## src/rtl/fifo2axis.sv

```systemverilog
// Unpacks wide frame-buffer FIFO words into a video AXI4-Stream (TUSER at frame start, TLAST at end of line).
// Optional stall counter: define FIFO2AXIS_UNDERFLOW_EN to enable underflow_cnt.
module fifo2axis #(
    parameter int FAW             = 8,
    parameter int AXIS_DATA_WIDTH = 32,
    parameter int AXI4_DATA_WIDTH = 128,
    parameter int H_ACTIVE        = 1920,
    parameter int V_ACTIVE        = 1080,
    parameter int FRAME_DELAY     = 2
) (
    input  logic                                                     M_AXIS_ACLK,
    input  logic                                                     M_AXIS_ARESET,
    input  logic                                                     stream_en,
    input  logic                                                     frd_vld,
    input  logic [AXI4_DATA_WIDTH-1:0]                               frd_dat,
    input  logic                                                     frd_empty,
    input  logic [FAW:0]                                             frd_cnt,
    output logic                                                     frd_rdy,
    output logic                                                     M_AXIS_TVALID,
    output logic [AXIS_DATA_WIDTH-1:0]                               M_AXIS_TDATA,
    output logic [AXIS_DATA_WIDTH/8-1:0]                             M_AXIS_TSTRB,
    output logic                                                     M_AXIS_TLAST,
    output logic                                                     M_AXIS_USER,
    input  logic                                                     M_AXIS_TREADY,
    output logic [((FRAME_DELAY > 2) ? $clog2(FRAME_DELAY) : 1)-1:0] frame_cnt,
    output logic [15:0]                                              underflow_cnt,
    output logic                                                     dbg_state
);
    // Handshake: a beat transfers on a cycle with TVALID & TREADY; a FIFO word is popped on frd_vld & frd_rdy.
    localparam int R   = AXI4_DATA_WIDTH / AXIS_DATA_WIDTH;
    localparam int BW  = (R > 2) ? $clog2(R) : 1;
    localparam int XW  = (H_ACTIVE > 2) ? $clog2(H_ACTIVE) : 1;
    localparam int YW  = (V_ACTIVE > 2) ? $clog2(V_ACTIVE) : 1;
    localparam int FCW = (FRAME_DELAY > 2) ? $clog2(FRAME_DELAY) : 1;

    typedef enum logic {
        IDLE = 1'b0,
        RUN  = 1'b1
    } state_t;

    state_t                     state_q, state_d;
    logic [AXI4_DATA_WIDTH-1:0] hold_q, hold_d;
    logic                       hold_vld_q, hold_vld_d;
    logic [BW-1:0]              b_q, b_d;
    logic [XW-1:0]              x_q, x_d;
    logic [YW-1:0]              y_q, y_d;
    logic [FCW-1:0]             frame_cnt_q, frame_cnt_d;

    logic beat_acc;
    logic word_done;
    logic line_end;
    logic frame_end;
    logic frame_active;
    logic pop;
    logic unused_status;

    assign unused_status = ^{frd_empty, frd_cnt};

    assign beat_acc     = hold_vld_q & M_AXIS_TREADY;
    assign word_done    = (b_q == BW'(R - 1));
    assign line_end     = (x_q == XW'(H_ACTIVE - 1));
    assign frame_end    = beat_acc & line_end & (y_q == YW'(V_ACTIVE - 1));
    assign frame_active = (x_q != '0) || (y_q != '0);

    // No pop on the closing beat of a frame when streaming stops, so nothing is left in hold while IDLE.
    assign frd_rdy = (state_q == RUN) & (~hold_vld_q | (word_done & beat_acc))
                     & ~(frame_end & ~stream_en);
    assign pop     = frd_rdy & frd_vld;

    always_comb begin
        state_d     = state_q;
        hold_d      = hold_q;
        hold_vld_d  = hold_vld_q;
        b_d         = b_q;
        x_d         = x_q;
        y_d         = y_q;
        frame_cnt_d = frame_cnt_q;

        if (pop) begin
            hold_d     = frd_dat;
            hold_vld_d = 1'b1;
            b_d        = '0;
        end else if (beat_acc) begin
            hold_d = hold_q << AXIS_DATA_WIDTH;
            b_d    = b_q + 1'b1;
            if (word_done) begin
                hold_vld_d = 1'b0;
            end
        end

        if (beat_acc) begin
            if (line_end) begin
                x_d = '0;
                if (y_q == YW'(V_ACTIVE - 1)) begin
                    y_d = '0;
                end else begin
                    y_d = y_q + 1'b1;
                end
            end else begin
                x_d = x_q + 1'b1;
            end
        end

        if (frame_end) begin
            frame_cnt_d = (frame_cnt_q == FCW'(FRAME_DELAY - 1)) ? '0 : frame_cnt_q + 1'b1;
        end

        case (state_q)
            IDLE: if (stream_en) state_d = RUN;
            RUN:  if (frame_end && !stream_en) state_d = IDLE;
            default: state_d = IDLE;
        endcase
    end

    always_ff @(posedge M_AXIS_ACLK) begin
        if (M_AXIS_ARESET) begin
            state_q     <= IDLE;
            hold_q      <= '0;
            hold_vld_q  <= 1'b0;
            b_q         <= '0;
            x_q         <= '0;
            y_q         <= '0;
            frame_cnt_q <= '0;
        end else begin
            state_q     <= state_d;
            hold_q      <= hold_d;
            hold_vld_q  <= hold_vld_d;
            b_q         <= b_d;
            x_q         <= x_d;
            y_q         <= y_d;
            frame_cnt_q <= frame_cnt_d;
        end
    end

`ifdef FIFO2AXIS_UNDERFLOW_EN
    logic [15:0] underflow_cnt_q, underflow_cnt_d;

    always_comb begin
        underflow_cnt_d = underflow_cnt_q;
        if ((state_q == RUN) && frame_active && !hold_vld_q && (underflow_cnt_q != 16'hFFFF)) begin
            underflow_cnt_d = underflow_cnt_q + 16'd1;
        end
    end

    always_ff @(posedge M_AXIS_ACLK) begin
        if (M_AXIS_ARESET) begin
            underflow_cnt_q <= '0;
        end else begin
            underflow_cnt_q <= underflow_cnt_d;
        end
    end

    assign underflow_cnt = underflow_cnt_q;
`else
    logic unused_frame_active;
    assign unused_frame_active = frame_active;
    assign underflow_cnt       = 16'd0;
`endif

    // USER/TLAST are qualified by TVALID so they read 0 while no beat is presented.
    assign M_AXIS_TVALID = hold_vld_q;
    assign M_AXIS_TDATA  = hold_q[AXI4_DATA_WIDTH-1 -: AXIS_DATA_WIDTH];
    assign M_AXIS_TSTRB  = '1;
    assign M_AXIS_TLAST  = hold_vld_q & line_end;
    assign M_AXIS_USER   = hold_vld_q & (x_q == '0) & (y_q == '0);
    assign frame_cnt     = frame_cnt_q;
    assign dbg_state     = state_q;

endmodule

```

## config.mk

```make
export PLATFORM = sky130hd
export DESIGN_NAME = fifo2axis
export DESIGN_NICKNAME = d
export VERILOG_FILES = /design/src/rtl/fifo2axis.sv
export SDC_FILE = /design/constraint.sdc
export NUM_CORES = 1
export LEC_CHECK = 0
export BUFFER_PORTS_ARGS = -buffer_cell sky130_fd_sc_hd__buf_2
export CORE_ASPECT_RATIO = 1.2
export CORE_MARGIN = 1.5
export CORE_UTILIZATION = 35
export CTS_BUF_LIST = sky130_fd_sc_hd__clkbuf_2 sky130_fd_sc_hd__clkbuf_4 sky130_fd_sc_hd__clkbuf_8
export DETAILED_ROUTE_END_ITERATION = 6
export PLACE_DENSITY_LB_ADDON = 0.2
export SLEW_MARGIN = 25
export SYNTH_ARGS = -nofsm -noshare
export SYNTH_HDL_FRONTEND = slang
export SYNTH_SLANG_ARGS = --single-unit
```

## constraint.sdc

```tcl
create_clock -name M_AXIS_ACLK -period 4.6 [get_ports M_AXIS_ACLK]
set_input_delay 0.92 -clock M_AXIS_ACLK [delete_from_list [all_inputs] [get_ports M_AXIS_ACLK]]
set_output_delay 0.92 -clock M_AXIS_ACLK [all_outputs]
set_load 0.01 [all_outputs]
```

# Word level (Yosys, flattened, before mapping)
# Cells that the tools add are included.
word_totals:
  in_bits: 143
  out_inout_bits: 58
  register_bits: 155
op_classes:
  n_bitwise: 16
  add_sub_neg: 4
  eq_ne: 3
  n_reduce_logical: 9
  mux: 11
ops:
  columns: ["op", "count"]
  rows:
  - ["128-bit 2-to-1 mux", 2]
  - ["11-bit by 1-bit adder with 11-bit output, second input constant", 2]
  - ["11-bit == test, second input constant", 2]
  - ["11-bit logical NOT", 2]
  - ["11-bit 2-to-1 mux", 2]
  - ["1-bit bitwise AND", 11]
  - ["1-bit 2-to-1 mux", 6]
  - ["1-bit inverter", 4]
  - ["2-bit AND reduction", 2]
  - ["2-bit nonzero test", 2]
  - ["2-bit by 1-bit adder with 2-bit output, second input constant", 1]
  - ["2-bit == test, second input constant", 1]
  - ["1-bit one-hot mux with 2 select lines", 1]
  - ["2-bit OR reduction", 1]
  - ["1-bit adder, second input constant", 1]
  - ["1-bit logical AND", 1]
  - ["1-bit logical NOT", 1]
  - ["1-bit bitwise OR", 1]

# Longest topological paths before layout
# Gate-level depths: netlist of run 1.
depth:
  ltp_word: 9
  ltp_mapped: 7
  depth_no_buf: 6

# Worst setup path before layout of run 1
# Ideal clock, no wire load.
synth_timing:
  path_kind: "input to output"
  startpoint: "in M_AXIS_TREADY"
  endpoint: "out frd_rdy"
  cell_stages: 3
  setup_slack_ps: 2065
  arrival_ps: 1615
  n_path_buf: 0
  cell_sequence: "nand4_1 nor4_1 a211oi_1"
synth_between:
  elab_chain_len: 6
synth_rtl:
  columns: ["element", "line", "text"]
  rows:
  - ["from (decl)", "24", "input logic M_AXIS_TREADY,"]
  - ["1-bit bitwise AND (*)", "59", "assign beat_acc = hold_vld_q & M_AXIS_TREADY;"]
  - ["1-bit bitwise AND (2 in a row)", "62", "assign frame_end = beat_acc & line_end & (y_q == YW'(V_ACTIVE - 1));"]
  - ["1-bit bitwise AND", "67", "& ~(frame_end & ~stream_en);"]
  - ["1-bit inverter", "67", null]
  - ["1-bit bitwise AND (*)", "67", null]
  - ["to (decl)", "18", "output logic frd_rdy,"]
# Mark *: on every way between the ends. The rest lies on a longest branch, timed or not.

# Worst setup path after layout of run 1
layout_timing:
  startpoint: "reg x_q[0]"
  endpoint: "out frd_rdy"
layout_between:
  elab_chain_len: 6
layout_rtl:
  columns: ["element", "line", "text"]
  rows:
  - ["from (decl)", "45", "logic [XW-1:0] x_q, x_d;"]
  - ["from (signal assigned)", "121", "x_q <= '0;"]
  - ["from (signal assigned)", "129", "x_q <= x_d;"]
  - ["11-bit == test", "61", "assign line_end = (x_q == XW'(H_ACTIVE - 1));"]
  - ["1-bit bitwise AND (2 in a row)", "62", null]
  - ["1-bit bitwise AND", "67", null]
  - ["1-bit inverter", "67", null]
  - ["1-bit bitwise AND", "67", null]
# No other way between the ends.

==> summary.md, run 1 <==
| Metric | Value |
|---|---|
| Die area | `25130 um^2` |
| # setup viols final | `0` |
| First-pass GRT wire length | `32560 um` |
| Tmin final | `3.209 ns` |
| CTS tree | `built` |
| Worst hold path type | `reg2reg` |
| Yosys reg bits | `155` |
| Pre-CTS WS | `1.410 ns` |
| Synth Area per Inst | `8.524 um^2` |
| Drt pass-1 iters | `4` |
| Main synth FF type | `dfxtp_1` |
| I/O pin count | `201` |
| Pint | `2.072 mW` |
| Worst slew pin tran | `1.073 ns` |
| Core Area | `23820 um^2` |
| CP Class | `reg2out` |
| Setup TNS | `0 ns` |
| Power per cell area | `297.4 nW/um^2` |
| Max clock buf depth | `2` |
| Max rail drop VDD | `0.1505 mV` |
| Initial antenna violation count | `1` |
| Max FO, Critical Path | `9` |
| Die height | `173.4 um` |
| RSZ-0062 raised after global routing | `false` |
| Starting DRT DRC Count | `294` |
| P_leak | `3.752 nW` |
| # hold bufs at CTS | `0` |
| Syn Std Cell Area | `8464 um^2` |
| Net Sw Power | `0.7738 mW` |
| DP HPWL | `12690 um` |
| Crit path launch type | `register` |
| Post-synth top area share | `0.3666` |
| WL/cell | `14.19 um` |
| Critical Path RT | `3.68 ns` |
| Design Area, Final | `9568 um^2` |
| Post-synth EDFFs | `0` |
| Crit end category | `primary output` |
| Max Clock Freq | `0.3117 GHz` |
| CTS clock-pin slew for the worst setup and hold paths | `0.09 ns` |
| Clk_lat worst skew | `0.45 ns` |
| Asr flop ratio synth | `0` |
| Area contributors post-synth | `dfxtp_1 (37%), mux2_4 (12%), nand2_1 (10%)` |
| Ys Warns | `0` |
| Fin crit share | `0.6976` |
| P&R area growth vs syn | `13.04%` |
| Num CTS Buffers | `17` |
| Maxcap violations | `0` |
| Yosys top cell by area | `dfxtp_1` |
| Core Rows | `62` |
| Total grt overflow | `0` |
| Share of layout cells above drive strength 1 | `0.2871` |
| Dpl cell area | `9165 um^2` |
| ANT cells | `0` |
| Number of vias per cell | `4.622` |
| DRC viols | `0` |
| # H-tree levels | `4` |
| Vias in the first global route | `6251` |
| Final WL | `20110 um` |
| Setup bufs post-CTS | `0` |
| CTS-repair resized insts | `0` |
| Final net count | `1232` |
| PortBufs | `170` |
| Final Slew Violations | `0` |
| Total GRT Usage | `0.1604` |
| Synthesized instance count | `993` |
| Final ANT Viol Nets | `0` |
| Max-slew headroom | `0.2845` |
| Final setup margin | `1.391 ns` |
| Die width | `145.0 um` |
| Crit path DAT | `2.29 ns` |
| Clk sinks | `155` |
| Status | `completed` |
| Synth cell types | `44` |
| Seq pwr share | `0.500` |
| Hold slack | `0.4608 ns` |
| Commonest non-fill, non-tap cell in the layout | `nand2_1` |
| Switch share | `0.2719` |
| Initial Utilization | `0.3554` |
| Largest net degree at the start of global routing | `131` |
| Gpl congestion | `0.7859` |
| Fin Clk Skew | `0.02420 ns` |
| Fillers | `2551` |
| Clock power frac | `0.375` |
| Vias | `6549` |
| Clk Tree Root Cell | `clkbuf_8` |
| Commonest cells after routing, fill and taps aside | `nand2_1 (232), buf_2 (169), dfxtp_1 (155)` |
| Hold Violations, Final | `0` |
| Comb power frac | `0.124` |
| Post-synthesis sequential area ratio | `0.3666` |
## layout make-up
cell class | count | area, um^2 | share of cell area
clock buffers | 18 | 241.5 | 0.02524
clock inverters | 14 | 161.4 | 0.01687
inverters | 10 | 37.54 | 0.003923
multi-input cells | 726 | 4712 | 0.4925
flip-flops and latches | 155 | 3103 | 0.3243
well taps | 320 | 400.4 | 0.04185
repair buffers | 174 | 912.1 | 0.09533
## path summary, 6_finish.rpt
| check | end | slack [ns] | from | depth (start not counted) |
|---|---|---|---|---|
| hold / removal | hold_q[27] | 0.46 | hold_q[27] | 2 |
| setup / recovery | frd_rdy | 1.39 | x_q[0] | 5 |
| setup reg to reg | hold_q[64] | 1.81 | x_q[0] | 6 |
| hold reg to reg | hold_q[27] | 0.46 | hold_q[27] | 2 |
## registers in the layout (all words and copies together), names as in the netlist
register,cells
M_AXIS_TVALID,1
y_q,11
hold_q,128
frame_cnt,1
b_q,2
x_q,11
dbg_state,1
## synthesized netlist by cell type (all sizes together), types with 3 or more instances
cell type	n
a21oi	109
o21ai	9
dfxtp	155
xor2	7
nor2	16
nor2b	96
clkbuf	53
or4	5
nor4	6
nor3	6
and2	3
ha	5
inv	10
buf	67
xnor2	3
nand2b	34
mux2	96
or3	7
mux2i	34
nand4	8
nand3	9
nand2	233
## metrics by stage
| stage | util | std cells | total power [mW] |
|---|---|---|---|
| 3_3_place_gp | 0.3848 | 1385 | 1.808 |
| 2_1_floorplan | - | 1011 | 1.726 |
| 6_report | 0.4018 | 1417 | 2.846 |
| 3_5_place_dp | 0.3848 | 1385 | 1.813 |
| 5_1_grt | 0.4018 | 1417 | 2.986 |
| 4_1_cts | 0.4018 | 1417 | 2.896 |
## power by group through the flow
| stage | Clock (mW) | Sequential, mW | Combinational (mW) |
|---|---|---|---|
| 5_1_grt | 1.16 | 1.43 | 0.391 |
| 6_report | 1.07 | 1.42 | 0.354 |
| 2_1_floorplan | 0 | 1.45 | 0.278 |
| 4_1_cts | 1.11 | 1.42 | 0.359 |
| 3_5_place_dp | 0 | 1.46 | 0.358 |
| 3_3_place_gp | 0 | 1.45 | 0.354 |
## critical path: stages, from the launching register on
cell,delay (ns)
dfxtp_1,0.40
ha_1,0.21
nand3_1,0.24
nor4_1,0.64
a211oi_1,0.16
buf_2,0.18
## layer usage
| layer | share of wire | global-route usage |
|---|---|---|
| met5 | 0.00060 | 0 |
| met4 | 0.0077 | 0.04167 |
| met3 | 0.036 | 0.03395 |
| met2 | 0.47 | 0.2634 |
| met1 | 0.49 | 0.2133 |
## cells by family (layout without fill, tap and decap cells)
logic type / count (synthesis) / count (layout) / synth area share
muxes: 130 / 130 / 0.1972
adders and majority gates: 5 / 5 / 0.007391
AOI/OAI and AO/OA: 127 / 127 / 0.07879
and+or+nand+nor: 434 / 434 / 0.2506
DFF: 155 / 155 / 0.3666
other: 2 / 20 / 0.0008872
xor gates and xnor gates: 10 / 10 / 0.01035
buffers and inverters: 130 / 216 / 0.08825
Note: power is estimated with default switching activity, not from simulation.
==> run 2, diff against run 1 <==
==> constraint.sdc (replaced) <==
create_clock -name M_AXIS_ACLK -period 2.93 [get_ports M_AXIS_ACLK]
set_input_delay 0.586 -clock M_AXIS_ACLK [delete_from_list [all_inputs] [get_ports M_AXIS_ACLK]]
set_output_delay 0.586 -clock M_AXIS_ACLK [all_outputs]
set_load 0.01 [all_outputs]
==> summary.md, run 2 (synthesis gave the netlist of run 1 again) <==
| Metric | Value |
|---|---|
| Worst Hold End | `hold_q[28]` |
| Hold Violations, Final | `0 (unchanged)` |
| Total grt overflow | `0 (unchanged)` |
| Setup bufs post-CTS | `0 (unchanged)` |
| DP HPWL | `13230 um (+4.2%)` |
| Top delay family on crit path | `simple AND/OR/NAND/NOR gates` |
| Crit path launch type | `register` |
| P_leak | `3.786 nW (+0.90%)` |
| Design Area, Final | `9613 um^2 (+0.47%)` |
| Final Non-Filler Cells | `1424 (+0.49%)` |
| Number of vias per cell | `4.609 (-0.28%)` |
| Crit path DAT | `2.01 ns (-0.28 ns)` |
| Reg2reg setup slack | `0.50 ns (-1.31 ns)` |
| Fin Clk Skew | `0.01942 ns (-0.004779 ns)` |
| Dpl cell area | `9223 um^2 (+0.63%)` |
| Clk sinks | `155 (unchanged)` |
| Worst hold path type | `in2reg` |
| Max rail drop VDD | `0.2504 mV (+66%)` |
| DRC viols | `0 (unchanged)` |
| Final WL | `19980 um (-0.69%)` |
| Largest register by flop count | `hold_q` |
| # setup viols final | `0 (unchanged)` |
| WL/cell | `14.03 um (-1.2%)` |
| GRT busiest layer | `met2` |
| Core Area | `23820 um^2 (unchanged)` |
| # hold bufs at CTS | `0 (unchanged)` |
| Num CTS Buffers | `17 (unchanged)` |
| Die area | `25130 um^2 (unchanged)` |
| CTS tree | `built` |
| Maxcap violations | `0 (unchanged)` |
| Clk Tree Root Cell | `clkbuf_8` |
| CP max-delay cell | `or4_4` |
| Gpl congestion | `0.7563 (-3.8%)` |
| Total GRT Usage | `0.1596 (-0.0007667)` |
| RSZ-0062 raised after global routing | `false` |
| M1 GR Usage | `0.2152 (+0.001982)` |
| Largest regs | `hold_q: 128 flops, x_q: 11 flops, y_q: 11 flops` |
| I/O pin count | `201 (unchanged)` |
| Hold path depth | `3 (+1)` |
| Vias | `6563 (+0.21%)` |
| Max Clock Freq | `0.3846 GHz` |
| Die width | `145.0 um (unchanged)` |
| CP Class | `reg2out` |
| DP Cell Count | `1391 (+0.43%)` |
| # H-tree levels | `4 (unchanged)` |
| Critical Path RT | `2.34 ns (-1.34 ns)` |
| GR met3 Demand/Resource | `0.03579 (+0.001842)` |
| Starting DRT DRC Count | `307 (+4.4%)` |
| R2R depth | `7 (+1)` |
| Core Rows | `62 (unchanged)` |
| Final ANT Viol Nets | `0 (unchanged)` |
| CTS clock-pin slew for the worst setup and hold paths | `0.10 ns (about the same)` |
| Largest net degree at the start of global routing | `90 (-31%)` |
| Initial Utilization | `0.3554 (unchanged)` |
| GRT met2 Usage | `0.2528 (-0.01057)` |
| Power per cell area | `461.6 nW/um^2 (+55%)` |
| PortBufs | `170 (unchanged)` |
| R2r startpoint | `x_q[0]` |
| Cell Chain, Critical Path | `or4_4 -> nor4_4 -> a211oi_1 -> buf_2` |
| Max FO, Critical Path | `4 (-5)` |
| Worst reg2reg endpoint | `hold_q[78]` |
| Max clock buf depth | `2 (unchanged)` |
| Drt pass-1 iters | `4 (unchanged)` |
| Status | `completed` |
| Commonest non-fill, non-tap cell in the layout | `nand2_1` |
| Max-slew headroom | `0.3608 (+0.07634)` |
| Setup TNS | `0 ns (unchanged)` |
| Max FFs per register | `128 (unchanged)` |
| Crit end category | `primary output` |
| First-pass GRT wire length | `32550 um (about the same)` |
| Commonest cells after routing, fill and taps aside | `nand2_1 (232), buf_2 (169), dfxtp_1 (155)` |
| CP max stage delay | `0.58 ns (-0.06 ns)` |
| Tmin final | `2.600 ns` |
| Die height | `173.4 um (unchanged)` |
| Share of layout cells above drive strength 1 | `0.2910 (+0.003878)` |
| WP buf/inv | `1 (unchanged)` |
| Initial antenna violation count | `1 (unchanged)` |
| Final net count | `1238 (+0.49%)` |
| Clk_lat worst skew | `0.46 ns (about the same)` |
| CTS-repair resized insts | `0 (unchanged)` |
| Worst slew pin tran | `0.9565 ns (-0.1168 ns)` |
| P&R area growth vs syn | `13.57%` |
| Final Slew Violations | `0 (unchanged)` |
| Vias in the first global route | `6320 (+1.1%)` |
| Fin crit share | `0.8873` |
| Hold_sp | `frd_dat[28]` |
## run 2: per-stage QoR
| stage | hold slack (ns) | utilization | total power [mW] | setup WS, ns |
|---|---|---|---|---|
| 2_1_floorplan | 0.4350 | - | 2.710 | 0.8660 |
| 6_report | 0.3687 | 0.4036 | 4.437 | 0.3301 |
| 4_1_cts | 0.3384 | 0.4035 | 4.506 | 0.2782 |
| 3_3_place_gp | 0.4435 | 0.3873 | 2.848 | 0.4027 |
| 5_1_grt | 0.3436 | 0.4036 | 4.662 | 0.06097 |
| 3_5_place_dp | 0.4482 | 0.3873 | 2.854 | 0.3924 |
## run 2: layout make-up
cell class / instances / area, um^2
timing repair buffer: 180 / 969.7
multi-input combinational: 726 / 4712
clock inverter: 15 / 153.9
inverter: 10 / 37.54
tap: 320 / 400.4
antenna: 1 / 2.502
fill: 2507 / 14200
clock buffer: 17 / 234.0
sequential: 155 / 3103
## run 2: worst register-to-register path, stage by stage (launching register included)
cell      delay, ns
dfxtp_1        0.35
ha_1           0.23
nand3_1        0.22
nor4_1         0.08
buf_4          0.16
a211oi_4       0.31
buf_12         0.49
mux2_2         0.50
## run 2: routing by layer
layer / part of all wire / vias up
met5: 0 / -
met4: 0.013 / 0
met3: 0.037 / 17
met2: 0.46 / 137
met1: 0.49 / 3012
li1: - / 3397
## run 2: power by group
group / internal (mW) / switching (mW)
Sequential: 2.19 / 0.0450
Clock: 0.705 / 0.935
Combinational: 0.277 / 0.284
## run 2: worst max path at each step
stage	startpoint	endpoint	slack (ns)	depth (start not counted)
2_1_floorplan	M_AXIS_ARESET	hold_q[100]	0.87	6
3_3_place_gp	M_AXIS_TREADY	hold_q[71]	0.40	7
3_5_place_dp	M_AXIS_TREADY	hold_q[78]	0.39	7
4_1_cts	x_q[0]	M_AXIS_TLAST	0.28	5
5_1_grt	x_q[0]	M_AXIS_TLAST	0.06	5
6_report	y_q[6]	frd_rdy	0.33	4
==> run 3, diff against run 2 <==
==> constraint.sdc (replaced) <==
create_clock -name M_AXIS_ACLK -period 2.4 [get_ports M_AXIS_ACLK]
set_input_delay 0.48 -clock M_AXIS_ACLK [delete_from_list [all_inputs] [get_ports M_AXIS_ACLK]]
set_output_delay 0.48 -clock M_AXIS_ACLK [all_outputs]
set_load 0.01 [all_outputs]
==> summary.md, run 3 (synthesis gave the netlist of run 1 again) <==
| Metric | Value |
|---|---|
| Pre-CTS WS | `0.1744 ns (-0.2180 ns)` |
| Commonest cells after routing, fill and taps aside | `nand2_1 (232), buf_2 (169), dfxtp_1 (149)` |
| Fin Clk Skew | `0.01911 ns (-0.0003167 ns)` |
| Comb power frac | `0.131 (+0.004)` |
| Commonest non-fill, non-tap cell in the layout | `nand2_1` |
| Crit end category | `primary output` |
| Largest regs | `hold_q: 128 flops, x_q: 11 flops, y_q: 11 flops` |
| CP Class | `reg2out` |
| Tmin final | `2.358 ns` |
| Max FO, Critical Path | `2 (-2)` |
| CP max stage delay | `0.56 ns (-0.02 ns)` |
| Switch share | `0.2900 (+0.005158)` |
| Status | `completed` |
| Initial Utilization | `0.3554 (unchanged)` |
| R2r startpoint | `y_q[7]` |
| Die area | `25130 um^2 (unchanged)` |
| Clk sinks | `155 (unchanged)` |
| DP HPWL | `13450 um (+1.7%)` |
| Clk_lat worst skew | `0.48 ns (+0.02 ns)` |
| Seq pwr share | `0.493 (-0.011)` |
| WL/cell | `14.12 um (+0.65%)` |
| Fin crit share | `0.9824` |
| Share of layout cells above drive strength 1 | `0.3143 (+0.02331)` |
| CP max-delay cell | `or4_4` |
| Critical Path RT | `1.92 ns (-0.42 ns)` |
| Final net count | `1258 (+1.6%)` |
| Worst Hold End | `hold_q[6]` |
| Core Area | `23820 um^2 (unchanged)` |
| Final core occ | `0.4175 (+0.01387)` |
| Power per cell area | `555.9 nW/um^2 (+20%)` |
| Crit path DAT | `1.88 ns (-0.13 ns)` |
| # hold bufs at CTS | `0 (unchanged)` |
| Final WL | `20400 um (+2.1%)` |
| Initial antenna violation count | `2 (+1)` |
| P_leak | `3.938 nW (+4.0%)` |
| Largest register by flop count | `hold_q` |
| Worst reg2reg endpoint | `hold_q[32]` |
| Largest net degree at the start of global routing | `100 (+11%)` |
| Hold slack | `0.2527 ns (-0.1160 ns)` |
| Num CTS Buffers | `17 (unchanged)` |
| Net Sw Power | `1.603 mW (+27%)` |
| CTS clock-pin slew for the worst setup and hold paths | `0.10 ns (about the same)` |
| Reg2reg setup slack | `0.10 ns (-0.40 ns)` |
| CTS tree | `built` |
| Crit path launch type | `register` |
| Worst slew pin tran | `0.8981 ns (-0.05839 ns)` |
| Hold Violations, Final | `0 (unchanged)` |
| First-pass GRT wire length | `33470 um (+2.8%)` |
| DRC viols | `0 (unchanged)` |
| DP Cell Count | `1402 (+0.79%)` |
| Final Non-Filler Cells | `1445 (+1.5%)` |
| Number of vias per cell | `4.629 (+0.44%)` |
| Cell Chain, Critical Path | `or4_4 -> nor4_4 -> a211oi_2 -> buf_2` |
| RSZ-0062 raised after global routing | `true` |
| Vias | `6689 (+1.9%)` |
| Hold path depth | `3 (unchanged)` |
| Hold_sp | `frd_dat[6]` |
| Max-slew headroom | `0.3998 (+0.03902)` |
| Max clock buf depth | `2 (unchanged)` |
| Final setup margin | `0.04236 ns (-0.2877 ns)` |
| Total GRT Usage | `0.1639 (+0.004252)` |
| Clock power frac | `0.376 (+0.006)` |
| Die height | `173.4 um (unchanged)` |
| Final Slew Violations | `0 (unchanged)` |
| Core Rows | `62 (unchanged)` |
| Vias in the first global route | `6466 (+2.3%)` |
| Max Clock Freq | `0.4242 GHz` |
| Gpl congestion | `0.8174 (+8.1%)` |
| Maxcap violations | `0 (unchanged)` |
| # H-tree levels | `4 (unchanged)` |
| Clk Tree Root Cell | `clkbuf_8` |
| Starting DRT DRC Count | `286 (-6.8%)` |
| Worst hold path type | `in2reg` |
| Pint | `3.925 mW (+24%)` |
| Final ANT Viol Nets | `0 (unchanged)` |
| Post-layout power | `5.528 mW (+25%)` |
| PortBufs | `170 (unchanged)` |
| P&R area growth vs syn | `17.47%` |
| I/O pin count | `201 (unchanged)` |
| Total grt overflow | `0 (unchanged)` |
| Drt pass-1 iters | `4 (unchanged)` |
| Max rail drop VDD | `0.3134 mV (+25%)` |
| Max FFs per register | `128 (unchanged)` |
| R2R depth | `8 (+1)` |
| Die width | `145.0 um (unchanged)` |
| # setup viols final | `0 (unchanged)` |
run 3: cell type report:
cell class              instances  area, um^2
fillers                      2538       13870
multi-input cells             726        4750
flip-flops and latches        155        3110
repair buffers                200        1232
well taps                     320       400.4
clock buffers                  17       234.0
clock inverters                15       173.9
inverters                      10       37.54
diodes                          2       5.005
run 3: through the flow:
step	TNS [ns]	area, um^2
2_1_floorplan	0	8532
3_3_place_gp	0	9418
3_5_place_dp	0	9418
4_1_cts	-0.03858	9863
5_1_grt	-0.04948	9943
6_report	0	9943
run 3: worst max path at each step:
stage	start	to	slack, ns	cells after the start
after CTS	y_q[7]	frd_rdy	-0.04	4
after floorplan	y_q[6]	hold_q[100]	0.39	6
after detailed placement	M_AXIS_TREADY	hold_q[70]	0.17	8
final	y_q[7]	frd_rdy	0.04	4
after global placement	M_AXIS_TREADY	hold_q[70]	0.16	8
after global routing	y_q[0]	frd_rdy	-0.05	6
run 3: power by group through the flow:
| stage | Clock, mW | Combinational (mW) | Sequential, mW |
|---|---|---|---|
| after detailed placement | 0 | 0.730 | 2.79 |
| after global routing | 2.27 | 0.799 | 2.74 |
| final | 2.08 | 0.723 | 2.73 |
| after floorplan | 0 | 0.534 | 2.77 |
| after CTS | 2.15 | 0.733 | 2.73 |
| after global placement | 0 | 0.726 | 2.79 |
run 3: layer usage:
layer / GRT usage / routed length, um
met1: 0.2222 / 10090
met2: 0.2612 / 9371
met3: 0.03500 / 700
met4: 0.04768 / 244
met5: 0 / 0
run 3: timing repair:
item	in CTS	in global routing
endpoints found under the setup margin	1	3
gates resized for setup	3	11
pin swaps	4	3
buffers inserted	4	5
run 3: critical path: cells and delay by family (launching register included):
kind,cells,cell delay (ns)
compound gates,1,0.10
buf+inv,1,0.16
flops,1,0.34
simple gates,2,0.82
